File: src/rtl/bus_master_pkg.sv
// bus_master_pkg: shared types and constants for the bus master port.
//   master_state_t : handshake FSM states
//   bus_cmd_t      : latched local command (direction, address, write data)
//   RETRY_MAX      : reissues allowed after an arbiter error (retry build only)
// The command struct is sized by BUS_ADDR_W/BUS_DATA_W; the port's ADDR_WIDTH
// and DATA_WIDTH default to these and must be kept equal to them.
package bus_master_pkg;

   localparam int BUS_ADDR_W = 16;
   localparam int BUS_DATA_W = 16;

   localparam logic [1:0] RETRY_MAX = 2'd2;

   typedef enum logic [2:0] {
      IDLE,
      REQ,
      GRANT,
      ADDR,
      RELEASE
   } master_state_t;

   typedef struct packed {
      logic                  write;
      logic [BUS_ADDR_W-1:0] addr;
      logic [BUS_DATA_W-1:0] wdata;
   } bus_cmd_t;

endpackage

File: src/rtl/bus_master_port_timeout_counter.sv
// timeout_counter: cycle counter with terminal-count flag.
//   clk, rst_n : clock, synchronous active-low reset
//   clr        : clear to zero (wins over en)
//   en         : count up by one this cycle
//   tc         : high in the cycle whose increment would reach MAX_COUNT
module timeout_counter #(
   parameter int MAX_COUNT = 255
) (
   input  logic clk,
   input  logic rst_n,
   input  logic clr,
   input  logic en,
   output logic tc
);

   localparam int W = $clog2(MAX_COUNT + 1);
   localparam logic [W-1:0] LAST = W'(MAX_COUNT - 1);

   logic [W-1:0] cnt;

   always_ff @(posedge clk) begin
      if (!rst_n)   cnt <= '0;
      else if (clr) cnt <= '0;
      else if (en)  cnt <= cnt + 1'b1;
   end

   // Flagged one cycle early so the owner leaves on the edge where the count
   // would hit MAX_COUNT, i.e. after exactly MAX_COUNT enabled cycles.
   assign tc = en && !clr && (cnt == LAST);

endmodule

File: src/rtl/bus_master_port.sv
// bus_master_port: master-side request/grant/address/strobe handshake engine.
//   clk, rst_n            : clock, synchronous active-low reset
//   cmd_*                 : single read/write command in (valid/ready)
//   rsp_*                 : one-cycle response pulse with read data / error
//   barq_o, bagd_i        : bus request / grant with the arbiter
//   target_ready_i, address_valid_o, data_strobe_i, error_i : arbiter handshake
//   bus_addr_o, bus_wdata_o, bus_write_o, bus_oe_o, bus_rdata_i : bus datapath
// Optional: BUS_MASTER_RETRY_EN reissues a command up to RETRY_MAX times after
// an arbiter error before reporting it; grant timeouts are never retried.
import bus_master_pkg::*;

module bus_master_port #(
   parameter int ADDR_WIDTH    = BUS_ADDR_W,
   parameter int DATA_WIDTH    = BUS_DATA_W,
   parameter int GRANT_TIMEOUT = 255
) (
   input  logic                  clk,
   input  logic                  rst_n,
   input  logic                  cmd_valid_i,
   output logic                  cmd_ready_o,
   input  logic                  cmd_write_i,
   input  logic [ADDR_WIDTH-1:0] cmd_addr_i,
   input  logic [DATA_WIDTH-1:0] cmd_wdata_i,
   output logic                  rsp_valid_o,
   output logic [DATA_WIDTH-1:0] rsp_rdata_o,
   output logic                  rsp_error_o,
   output logic                  barq_o,
   input  logic                  bagd_i,
   input  logic                  target_ready_i,
   output logic                  address_valid_o,
   input  logic                  data_strobe_i,
   input  logic                  error_i,
   output logic [ADDR_WIDTH-1:0] bus_addr_o,
   output logic [DATA_WIDTH-1:0] bus_wdata_o,
   output logic                  bus_write_o,
   output logic                  bus_oe_o,
   input  logic [DATA_WIDTH-1:0] bus_rdata_i
);

   master_state_t         state, state_n;
   bus_cmd_t              cmd_q, cmd_n;
   logic                  err_q, err_n;          // outcome of the current attempt
   logic [DATA_WIDTH-1:0] rdata_q, rdata_n;      // data captured on the strobe
   logic                  rsp_v_n, rsp_err_n;
   logic [DATA_WIDTH-1:0] rsp_rdata_n;
   logic                  grant_tc;
`ifdef BUS_MASTER_RETRY_EN
   logic [1:0]            retry_cnt, retry_n;
`endif

   // Counts REQ cycles; a grant restarts it so a later retry gets a full window.
   timeout_counter #(.MAX_COUNT(GRANT_TIMEOUT)) u_grant_to (
      .clk   (clk),
      .rst_n (rst_n),
      .clr   ((state != REQ) || bagd_i),
      .en    (state == REQ),
      .tc    (grant_tc)
   );

   // Handshake outputs decode straight from state, so a reset drops them on
   // the very next edge.
   assign cmd_ready_o     = (state == IDLE);
   assign barq_o          = (state == REQ) || (state == GRANT) || (state == ADDR);
   assign bus_oe_o        = (state == GRANT) || (state == ADDR);
   assign address_valid_o = (state == ADDR);
   assign bus_addr_o      = cmd_q.addr;
   assign bus_wdata_o     = cmd_q.wdata;
   assign bus_write_o     = cmd_q.write;

   always_ff @(posedge clk) begin
      if (!rst_n) begin
         state       <= IDLE;
         cmd_q       <= '0;
         err_q       <= 1'b0;
         rdata_q     <= '0;
         rsp_valid_o <= 1'b0;
         rsp_rdata_o <= '0;
         rsp_error_o <= 1'b0;
`ifdef BUS_MASTER_RETRY_EN
         retry_cnt   <= '0;
`endif
      end else begin
         state       <= state_n;
         cmd_q       <= cmd_n;
         err_q       <= err_n;
         rdata_q     <= rdata_n;
         rsp_valid_o <= rsp_v_n;
         rsp_rdata_o <= rsp_rdata_n;
         rsp_error_o <= rsp_err_n;
`ifdef BUS_MASTER_RETRY_EN
         retry_cnt   <= retry_n;
`endif
      end
   end

   always_comb begin
      state_n     = state;
      cmd_n       = cmd_q;
      err_n       = err_q;
      rdata_n     = rdata_q;
      rsp_v_n     = 1'b0;
      rsp_rdata_n = rsp_rdata_o;
      rsp_err_n   = rsp_error_o;
`ifdef BUS_MASTER_RETRY_EN
      retry_n     = retry_cnt;
`endif
      case (state)
         IDLE: begin
            if (cmd_valid_i) begin
               cmd_n   = '{write: cmd_write_i, addr: cmd_addr_i, wdata: cmd_wdata_i};
               err_n   = 1'b0;
               rdata_n = '0;
`ifdef BUS_MASTER_RETRY_EN
               retry_n = '0;
`endif
               state_n = REQ;
            end
         end
         REQ: begin
            if (bagd_i) begin
               state_n = GRANT;
            end else if (grant_tc) begin
               // Local abort: answer directly, no RELEASE since we never held the bus.
               rsp_v_n     = 1'b1;
               rsp_err_n   = 1'b1;
               rsp_rdata_n = '0;
               state_n     = IDLE;
            end
         end
         GRANT: begin
            if (error_i) begin
               err_n   = 1'b1;
               state_n = RELEASE;
            end else if (target_ready_i) begin
               state_n = ADDR;
            end
         end
         ADDR: begin
            // Strobe beats a coincident error; only the first strobe cycle counts.
            if (data_strobe_i) begin
               rdata_n = cmd_q.write ? '0 : bus_rdata_i;
               err_n   = 1'b0;
               state_n = RELEASE;
            end else if (error_i) begin
               err_n   = 1'b1;
               state_n = RELEASE;
            end
         end
         RELEASE: begin
            if (!bagd_i) begin
`ifdef BUS_MASTER_RETRY_EN
               if (err_q && (retry_cnt < RETRY_MAX)) begin
                  retry_n = retry_cnt + 2'd1;
                  err_n   = 1'b0;
                  state_n = REQ;
               end else begin
                  rsp_v_n     = 1'b1;
                  rsp_rdata_n = rdata_q;
                  rsp_err_n   = err_q;
                  state_n     = IDLE;
               end
`else
               rsp_v_n     = 1'b1;
               rsp_rdata_n = rdata_q;
               rsp_err_n   = err_q;
               state_n     = IDLE;
`endif
            end
         end
         default: state_n = IDLE;
      endcase
   end

endmodule

File: config.mk
export PLATFORM = sky130hd
export DESIGN_NAME = bus_master_port
export DESIGN_NICKNAME = d
export VERILOG_FILES = /design/src/rtl/bus_master_pkg.sv /design/src/rtl/bus_master_port_timeout_counter.sv /design/src/rtl/bus_master_port.sv
export SDC_FILE = /design/constraint.sdc
export NUM_CORES = 1
export LEC_CHECK = 0
export CAP_MARGIN = 20
export CORE_ASPECT_RATIO = 1.4
export CORE_MARGIN = 2
export CORE_UTILIZATION = 30
export DETAILED_ROUTE_END_ITERATION = 7
export GPL_ROUTABILITY_DRIVEN = 0
export GPL_TIMING_DRIVEN = 0
export PLACE_DENSITY = 0.68
export RECOVER_POWER = 25
export SYNTH_ARGS = -nofsm -noshare
export SYNTH_HDL_FRONTEND = slang
export SYNTH_SLANG_ARGS = --single-unit
File: constraint.sdc
create_clock -name clk -period 3.2 [get_ports clk]
set_input_delay 0.32 -clock clk [delete_from_list [all_inputs] [get_ports clk]]
set_output_delay 0.32 -clock clk [all_outputs]
set_load 0.02 [all_outputs]
# == Word-level counts from Yosys, hierarchy flattened ==
# Index checks and enable logic that the tools add are counted.
# word_totals
word_cells,72
register_bits,79
mem_bits_ro,0
latchBits,0
input_bits,56
n_memories,0
out_inout_bits,55
ramBits,0
# classes
div_mod_pow,0
n_addsub,1
muxes,29
n_mul,0
shifts,0
order_cmp,0
n_eq_ne,14
reduce_logical,17
bitwise_logic,1
# op_table
op,n
16-bit 2-to-1 mux,6
16-bit case mux with 2 select lines,2
3-bit 2-to-1 mux,8
3-bit case mux with 5 select lines,1
1-bit 2-to-1 mux,9
8-bit by 1-bit adder with 8-bit output (second input constant),1
8-bit == test (second input constant),1
2-bit != test (second input constant),4
3-bit by 2-bit == test with 1-bit output (second input constant),2
3-bit by 1-bit != test with 1-bit output (second input constant),2
3-bit != test (second input constant),2
5-bit AND reduction,1
1-bit logical OR,4
1-bit case mux with 2 select lines,2
2-bit AND reduction,2
4-bit AND reduction,1
2-bit nonzero test,2
3-bit by 1-bit == test with 1-bit output (second input constant),1
3-bit == test (second input constant),1
3-bit zero test,1
1-bit case mux with 3 select lines,1
3-bit AND reduction,1
3-bit nonzero test,1
1-bit logical AND,2
other kinds (4),4

# == Longest topological paths before layout ==
# Gate-level depths: netlist (run 1).
# logic_depth
ltp_word,8
depth_mapped,7
depth_no_buf,6

# == Hierarchy ==
# Synthesis (run 1) repeated with hierarchy kept, for this count alone.
# unflattened
cells_unflattened,351
hier_area_um2,3200.6
# by_module_without_submodules
mod,n_inst,area_each_um2,seq_area_each_um2,cells_each
bus_master_port,1,2824.0,1421.4,308
timeout_counter,1,376.6,160.2,43

# == Least setup slack after synthesis (run 1) ==
# OpenSTA, ideal clock, no wires.
# synth_path
kind,register -> register
from,register state[0]
to,register cmd_q (netlist bit bus_write_o)
setup_slack_ns,1.446
period_less_slack_ns,1.754
n_path_buf,2
setup_time_ns,0.076
arrival_ns,1.678
path_stages_with_launch,7
t_required_ns,3.124
cell_sequence,dfxtp_1 -> nor3_1 -> and2_1 -> buf_2 -> buf_2 -> nand2_1 -> a21boi_0
# synth_between
elab_chain_len,2
# synth_lines
item,line,source
"start, declared",bus_master_port.sv:40,"master_state_t state, state_n;"
"start signal, assigned",bus_master_port.sv:83,state <= state_n;
3-bit zero test,n/a,
net cmd_ready_o,bus_master_port.sv:20,"output logic cmd_ready_o,"
2-bit AND reduction (no line),n/a,
"end signal, assigned",bus_master_port.sv:84,cmd_q <= cmd_n;
"end, declared",bus_master_port.sv:41,"bus_cmd_t cmd_q, cmd_n;"
# The timed path passes the listed nets, and every way through them passes these cells.
# A chain may end at the register's enable or synchronous reset.

# == Final worst setup path (run 1) ==
# layout_path
from,register state[1]
to,output address_valid_o
# layout_between
elab_chain_len,1
# layout_lines
item,line,source
3-bit by 2-bit == test with 1-bit output,bus_master_port.sv:65,assign address_valid_o = (state == ADDR);
"end, declared",bus_master_port.sv:30,"output logic address_valid_o,"
# Every way passes these cells.

==> results of run 1 <==
[state kept, by name, indices dropped and copies added, names as in the netlist]
| name | count |
|---|---|
| state | 3 |
| u_grant_to.cnt | 8 |
| err_q | 1 |
| bus_write_o | 1 |
| rsp_valid_o | 1 |
| rsp_rdata_o | 16 |
| bus_wdata_o | 16 |
| bus_addr_o | 16 |
| rdata_q | 16 |
| rsp_error_o | 1 |
[metrics by stage]
stage                     total power [mW]  hold slack (ns)  instance area [um^2]  setup WS, ns
after global placement                1.75            0.441                  4470         0.916
final                                 2.71            0.451                  4750         0.980
after CTS                             2.77            0.455                  4760         0.965
after global routing                  2.85            0.467                  4750         0.899
after detailed placement              1.77            0.447                  4470         0.870
after floorplan                       1.47            0.430                  3210          1.45
[area by class of cell]
class / count / area share, %
Timing Repair Buffer: 109 / 23.0
Sequential cell: 79 / 33.3
Tap cell: 138 / 3.63
Buffer: 24 / 2.32
Multi-Input combinational cell: 250 / 31.4
Clock buffer: 10 / 5.03
Inverter: 5 / 0.395
Clock inverter: 4 / 1.00
[power by group through the flow]
| stage | Clock, mW | Combinational (mW) | Sequential (mW) |
|---|---|---|---|
| global route | 1.06 | 0.689 | 1.10 |
| CTS | 1.02 | 0.654 | 1.09 |
| floorplan | 0 | 0.295 | 1.18 |
| detailed placement | 0 | 0.650 | 1.12 |
| finish | 0.987 | 0.629 | 1.09 |
| global placement | 0 | 0.642 | 1.11 |
[routing by layer]
layer,up-vias,wire length (um)
met5,-,0
met4,0,157
met3,11,401
met2,79,4410
met1,1321,3570
li1,1451,-
[logic make-up (layout without fill, tap and decap cells)]
kind of cell | after synthesis | after routing | synth area share, %
buffers and inverters | 29 | 152 | 4.10
DFF | 79 | 79 | 49.3
adders and majority gates | 2 | 2 | 0.781
muxes | 1 | 1 | 0.312
AOI/OAI and AO/OA | 83 | 83 | 18.9
and+or+nand+nor | 160 | 160 | 25.5
xor gates and xnor gates | 4 | 4 | 1.09
[cell usage after synthesis, types with 2 or more instances]
cell      number  area [um^2]
or3_1          2         12.5
nor2_1        10         37.5
nor2b_1       17          106
inv_1          5         18.8
clkbuf_1      13         48.8
nand2b_1      18          113
a31oi_1        2         12.5
xnor2_1        3         26.3
nor3b_1        2         15.0
nand3_1       21          105
a21oi_1        7         35.0
nor3_1         4         20.0
a21boi_0      31          233
dfxtp_1       79         1580
and2_1         2         12.5
o21ai_0        3         15.0
a21boi_1      18          135
ha_1           2         25.0
nand2_1       74          278
buf_2          9         45.0
a22oi_1       16          120
[worst max path at each step]
stage                  start         endpoint  slack [ns]  cells past startpoint
floorplan           state[0]      bus_write_o        1.45                      6
global placement      bagd_i      rsp_error_o        0.92                      6
detailed placement    bagd_i      rsp_error_o        0.87                      6
CTS                 state[1]  address_valid_o        0.96                      4
global route        state[1]  address_valid_o        0.90                      4
finish              state[1]  address_valid_o        0.98                      4
[worst max-delay path: cells and delay by family (launching register included)]
kind	cells	cell delay (ns)
simple gates	2	0.34
buf+inv	2	0.78
flops	1	0.44
==> run_results.csv, run 1 <==
group,metric,value,unit
outcome,outcome,"finished clean",
hold_path,hold_path.class,"reg2reg",
grt,grt_pass1_vias,2859,
clock_network,cts_sinks,79,
setup_path,slowest_stage,"clkdlybuf4s50_1",
sta,setup_tns,0,ns
sta,tightest_slew,0.636,ns
grt,antenna_found_initial,0,
pwr,p_leak,1.71,nW
sta,max-slew-margin-rel,57.4,%
pwr,powerDensity,570,nW/um^2
hold_path,hold_depth,2,
synthesis,synth_enable_flop_cells,0,
clock_network,ctsResizeCount,0,
clock_network,cts_made_buffers,9,
synthesis,synth.distinct_cells,41,
grt,top_usage_layer,"met2",
placement,port_buffers,109,
floorplanning,die_w,91.4,um
clock_network,path_clk_slew,0.06,ns
pwr,p_int,1.94,mW
clock_network,cts_buffer_depth,2,
detailed_routing,via_count,2862,
detailed_routing,final_antenna_net_count,0,
synthesis,synth_flop_cell,"dfxtp_1",
synthesis,syn_area_per_cell,8.95,um^2
detailed_routing,dr.pass1.iters,4,
grt,grtUsageMet3,3.56,%
pwr,vdd_drop_max,242,uV
detailed_routing,first_iter_violations,121,
clock_network,postCtsHoldBufs,0,
synthesis,netlist_area,3210,um^2
synthesis,synth_nets,416,
clock_network,cts-root-buf,"clkbuf_16",
cells_and_area,diodes,0,
clock_network,htreeDepth,3,
cells_and_area,multiInputGateArea,1490,um^2
pwr,switchingPower,764,uW
sta,skew,0.00339,ns
placement,dpl.hpwl,6330,um
cells_and_area,final_util,45.7,%
clock_network,cts_setup_buffers,0,
setup_path,path_class,"reg2out",
setup_path,cp.arrival,1.90,ns
detailed_routing,drc,0,
synthesis,ys_ff_latch,79,
sta,max_freq,0.450,GHz
detailed_routing,finalWirelength,8540,um
setup_path,path_cells,"buf_6 -> and2b_2 -> and2_1 -> clkdlybuf4s50_1",
floorplanning,start_util,30.8,%
grt,use_met1,17.1,%
floorplanning,io_pins,111,
synthesis,synth_cells,358,
cells_and_area,nets,536,
pwr,pwr-share-clk,36.4,%
setup_path,reg2reg_to,"rsp_error_o",
pwr,p_sw_share,28.2,%
floorplanning,rows,44,
sta,drv_slew,0,
cells_and_area,nFillCells,998,
sta,fin_crit_sh,69.4,%
setup_path,cp_max_fo,10,
detailed_routing,vias_per_cell,4.62,
clock_network,cts_tree,"yes",
grt,overflow,0,
floorplanning,core,10400,um^2
synthesis,seq_area_frac_synth,49.3,%
sta,setup_viol,0,
setup_path,start_kind,"flop",
cells_and_area,final_common_cell,"clkdlybuf4s50_1",
hold_path,hp-start,"bus_wdata_o[13]",
job,max_cap_viol_count,0,
pwr,combPwrFrac,23.2,%
sta,period_minus_slack,2.22,ns
sta,hold_violations,0,
setup_path,cpPeakStageDelay,0.61,ns
grt,grt_max_degree,13,
cells_and_area,seqCellArea,1580,um^2
cells_and_area,synthToLayoutAreaGrowth,48.2,%
cells_and_area,drive_gt1_share,6.03,%
floorplanning,die-height,126,um
synthesis,async_reset_ff_share,0,%
placement,dp.cells,605,
grt,met2_usage,26.2,%
setup_path,reg2reg_depth,5,
detailed_routing,post_drt_wl_per_cell,13.8,um
floorplanning,die_area,11500,um^2
cells_and_area,instances_no_fill,619,
grt,grt_pass1_wl,13800,um
pwr,seqPwrFrac,40.4,%
sta,rsz0062_at_grt,"no",
clock_network,clock_latency,0.33,ns
setup_path,crit_required,2.88,ns
setup_path,r2r_slack,1.28,ns
grt,gr-usage-all-layers,14.9,%
hold_path,min_delay_worst_endpoint,"bus_wdata_o[13]",
cells_and_area,final_cell_mix,"81 x clkdlybuf4s50_1, 79 x dfxtp_1, 74 x nand2_1, 31 x a21boi_0, 28 x dlygate4sd3_1",
synthesis,yosys_warnings,0,
setup_path,timing.rr.start,"state[0]",
setup_path,endpoint_kind,"output port",
No activity file was read; power rests on OpenSTA's default activity.
==> run 2: changes to the inputs <==
clock period = 2.2 ns   (was 3.2 ns; I/O delays follow)
==> run_results.csv, run 2 (synthesis results as in run 1) <==
group,metric,value,unit
clock_network,cts-root-buf,"clkbuf_16",
cells_and_area,nets,536,
detailed_routing,drc,0,
setup_path,endpoint_kind,"output port",
cells_and_area,design_area,4760,um^2
floorplanning,start_util,30.8,%
detailed_routing,dr.pass1.iters,4,
floorplanning,die_w,91.4,um
setup_path,cp.arrival,1.86,ns
placement,placed_cell_area,4470,um^2
sta,period_minus_slack,2.08,ns
clock_network,htreeDepth,3,
setup_path,timing.rr.start,"u_grant_to.cnt[0]",
grt,grt_max_degree,13,
detailed_routing,post_drt_wl_per_cell,13.7,um
floorplanning,io_pins,111,
setup_path,crit_required,1.98,ns
cells_and_area,synthToLayoutAreaGrowth,48.4,%
outcome,outcome,"finished clean",
detailed_routing,vias_per_cell,4.62,
pwr,p_leak,1.75,nW
sta,fin_ws,0.117,ns
grt,gr-usage-all-layers,14.9,%
sta,tightest_slew,0.626,ns
pwr,powerDensity,829,nW/um^2
cells_and_area,final_common_cell,"dfxtp_1",
hold_path,hold_path.class,"in2reg",
clock_network,clock_latency,0.33,ns
setup_path,start_kind,"flop",
sta,drv_slew,0,
sta,setup_viol,0,
job,max_cap_viol_count,0,
floorplanning,die-height,126,um
cells_and_area,final_util,45.7,%
clock_network,cts_buffer_depth,2,
clock_network,cts_tree,"yes",
setup_path,path_class,"reg2out",
detailed_routing,via_count,2858,
cells_and_area,drive_gt1_share,6.65,%
placement,dpl.hpwl,6330,um
floorplanning,rows,44,
sta,rsz0062_at_grt,"no",
grt,grt_pass1_wl,13800,um
placement,post-place-ws,-0.0298,ns
placement,dp.cells,605,
pwr,vdd_drop_max,352,uV
setup_path,startpoint,"state[0]",
sta,skew,0.00307,ns
sta,fin_crit_sh,94.7,%
pwr,p_total,3.94,mW
clock_network,cts_made_buffers,9,
detailed_routing,first_iter_violations,121,
sta,max-slew-margin-rel,58.1,%
clock_network,cts_sinks,79,
grt,antenna_found_initial,0,
detailed_routing,finalWirelength,8510,um
detailed_routing,final_antenna_net_count,0,
sta,max_freq,0.480,GHz
cells_and_area,diodes,0,
grt,grt_pass1_vias,2859,
cells_and_area,final_cell_mix,"79 x dfxtp_1, 75 x clkdlybuf4s50_1, 74 x nand2_1, 33 x dlygate4sd3_1, 31 x a21boi_0",
clock_network,path_clk_slew,0.06,ns
floorplanning,die_area,11500,um^2
sta,hold_violations,0,
floorplanning,core,10400,um^2
cells_and_area,instances_no_fill,619,
placement,port_buffers,109,
hold_path,hp-start,"rst_n",
setup_path,cp_max_fo,7,
grt,overflow,0,
[run 2: changes by cell type in the layout (fill, tap and decap cells not counted)]
cell / previous run / this run
and2_0: 1 / 0
and2_1: 1 / 2
buf_2: 7 / 9
clkbuf_1: 15 / 13
clkdlybuf4s50_1: 81 / 75
dlygate4sd3_1: 28 / 33
dlymetal6s2s_1: 0 / 1
or3b_1: 2 / 1
or3b_4: 0 / 1
[run 2: where the power goes]
part | internal (mW) | leakage (nW) | switching [mW]
logic | 0.415 | 0.972 | 0.504
clock network | 0.891 | 0.140 | 0.543
registers | 1.53 | 0.642 | 0.0617
[run 2: critical path: stages, from the launching register on]
cell and delay, ns:
dfxtp_1 0.37, nor3_1 0.45, clkdlybuf4s50_1 0.71
[run 2: worst paths after layout]
| path | slack, ns | cells past startpoint | end |
|---|---|---|---|
| worst min-delay path | 0.39 | 3 | state[1] |
| worst max register to register | 0.28 | 7 | rsp_rdata_o[2] |
| worst min register to register | 0.45 | 2 | bus_addr_o[3] |
| worst max-delay path | 0.12 | 2 | cmd_ready_o |
[run 2: routing by layer]
metal	vias to the layer above	track usage, %	wire length (um)
met4	0	6.77	157
met2	78	26.2	4400
li1	1449	-	-
met5	-	0	0
met1	1320	17.1	3550
met3	11	3.56	400
[run 2: final cells by class]
| type | instances | area (um^2) |
|---|---|---|
| Fill cell | 997 | 5650 |
| Buffer | 24 | 113 |
| Clock inverter | 4 | 47.5 |
| Clock buffer | 10 | 239 |
| Inverter | 5 | 18.8 |
| Sequential cell | 79 | 1580 |
| Timing Repair Buffer | 109 | 1090 |
| Multi-Input combinational cell | 250 | 1490 |
| Tap cell | 138 | 173 |
[run 2: timing repair]
item | 4_1_cts | 5_1_grt
setup buffers | 0 | 0
setup endpoints to repair | 0 | 1
hold buffers | 0 | 0
resized for setup | 0 | 1
[run 2: stage by stage]
stage | setup TNS (ns) | hold WS [ns]
6_report | 0 | 0.391
4_1_cts | 0 | 0.404
5_1_grt | 0 | 0.447
3_3_place_gp | 0 | 0.441
3_5_place_dp | -0.0298 | 0.447
2_1_floorplan | 0 | 0.355
==> run 3: changes to the inputs <==
CORE_MARGIN = unset   (was 2)
DONT_BUFFER_PORTS = 1   (was unset)
PLACE_DENSITY = 0.55   (was 0.68)
clock period = 2.6 ns   (was 2.2 ns; I/O delays follow)
==> run_results.csv, run 3 (synthesis results as in run 1) <==
group,metric,value,unit
floorplanning,die-height,124,um
setup_path,slowest_stage,"nor3_1",
floorplanning,die_area,11100,um^2
sta,setup_tns,0,ns
sta,max_freq,0.455,GHz
setup_path,path_buf_inv,1,
detailed_routing,via_count,2445,
detailed_routing,final_antenna_net_count,0,
clock_network,ctsResizeCount,0,
setup_path,crit_required,2.82,ns
detailed_routing,post_drt_wl_per_cell,15.7,um
clock_network,htreeDepth,3,
cells_and_area,nets,427,
clock_network,postCtsHoldBufs,0,
placement,dpl.hpwl,5820,um
setup_path,start_kind,"flop",
setup_path,startpoint,"state[0]",
setup_path,path_class,"reg2reg",
clock_network,cts_sinks,79,
grt,antenna_found_initial,0,
setup_path,cp.arrival,2.42,ns
outcome,outcome,"finished clean",
clock_network,cts_made_buffers,9,
placement,post-place-ws,0.338,ns
setup_path,crit_top_cell,"nand2_1",
detailed_routing,drc,0,
setup_path,r2r_slack,0.40,ns
clock_network,cts_tree,"yes",
hold_path,hold_path.class,"in2reg",
job,max_cap_viol_count,0,
setup_path,cpPeakStageDelay,0.80,ns
pwr,powerDensity,865,nW/um^2
sta,skew,0.00985,ns
cells_and_area,design_area,3680,um^2
detailed_routing,vias_per_cell,4.78,
setup_path,crit_path_end,"bus_wdata_o[11]",
floorplanning,start_util,30.8,%
clock_network,cts_buffer_depth,2,
floorplanning,rows,44,
setup_path,reg2reg_to,"bus_wdata_o[11]",
hold_path,hold_depth,2,
cells_and_area,diodes,0,
setup_path,timing.rr.start,"state[0]",
clock_network,path_clk_slew,0.07,ns
sta,period_minus_slack,2.20,ns
sta,fin_crit_sh,84.5,%
cells_and_area,final_common_cell,"dfxtp_1",
pwr,vdd_drop_max,374,uV
detailed_routing,finalWirelength,8050,um
sta,max-slew-margin-rel,35.5,%
sta,setup_viol,0,
grt,grt_pass1_wl,12700,um
grt,gr-usage-all-layers,15.5,%
setup_path,cp_max_fo,10,
cells_and_area,final_cell_mix,"79 x dfxtp_1, 74 x nand2_1, 31 x a21boi_0, 21 x nand3_1",
cells_and_area,instances_no_fill,512,
sta,rsz0062_at_grt,"no",
grt,grt_max_degree,16,
setup_path,endpoint_kind,"flop",
clock_network,clock_latency,0.34,ns
floorplanning,core,10400,um^2
placement,placed_cell_area,3380,um^2
sta,worst_hold_slack,0.0465,ns
setup_path,cpLargestDelayFamily,"simple AND/OR/NAND/NOR gates",
sta,drv_slew,0,
clock_network,cts-root-buf,"clkbuf_16",
detailed_routing,first_iter_violations,55,
floorplanning,die_w,89.4,um
clock_network,cts_setup_buffers,0,
setup_path,crit_cells,5,
sta,tightest_slew,0.960,ns
cells_and_area,synthToLayoutAreaGrowth,14.9,%
placement,dp.cells,496,
pwr,p_leak,1.23,nW
floorplanning,io_pins,111,
sta,fin_ws,0.403,ns
setup_path,path_cells,"nor3_1 -> nand2_1 -> clkbuf_1 -> nand2_1 -> a21boi_0",
detailed_routing,dr.pass1.iters,4,
cells_and_area,drive_gt1_share,9.09,%
grt,grt_pass1_vias,2463,
placement,port_buffers,0,
sta,hold_violations,0,
setup_path,reg2reg_depth,5,
grt,overflow,0,
[run 3: cell types whose count changed in the layout (fill, tap and decap cells not counted), moves of 2 or more]
cell	previous run	this run
clkdlybuf4s50_1	75	0
clkinv_2	2	0
clkinvlp_4	1	3
dlygate4sd3_1	33	0
inv_6	0	2
[run 3: how the worst min path moves through the flow]
stage                          from              end
global placement    cmd_wdata_i[12]  bus_wdata_o[12]
finish                cmd_addr_i[0]    bus_addr_o[0]
detailed placement    cmd_addr_i[0]    bus_addr_o[0]
CTS                   cmd_addr_i[0]    bus_addr_o[0]
global route        cmd_wdata_i[13]  bus_wdata_o[13]
floorplan             cmd_addr_i[0]    bus_addr_o[0]
[run 3: through the flow]
stage / util (%) / total power [mW]
2_1_floorplan: - / 1.81
6_report: 35.4 / 3.19
3_5_place_dp: 32.5 / 1.94
3_3_place_gp: 32.5 / 1.93
4_1_cts: 35.4 / 3.23
5_1_grt: 35.4 / 3.34
[run 3: where the power goes]
group	switching, mW	internal (mW)	total [mW]
clock	0.534	0.752	1.29
combinational	0.293	0.165	0.459
sequential	0.150	1.29	1.44
total	0.977	2.21	3.19
[run 3: metal layers]
layer	up-vias	routed length (um)	share of wire (%)	global-route usage, %
met5	-	0	0	0
met4	0	179	2.2	6.63
met3	12	470	5.8	5.63
met2	64	4040	50	25.8
met1	1133	3360	42	17.4
li1	1236	-	-	-
[run 3: cell type report]
type	instances	area, um^2
clock inverter	7	78.8
sequential	79	1580
tap	138	173
clock buffer	9	225
multi-input combinational	250	1490
fill	1070	6720
buffer	24	113
inverter	5	18.8
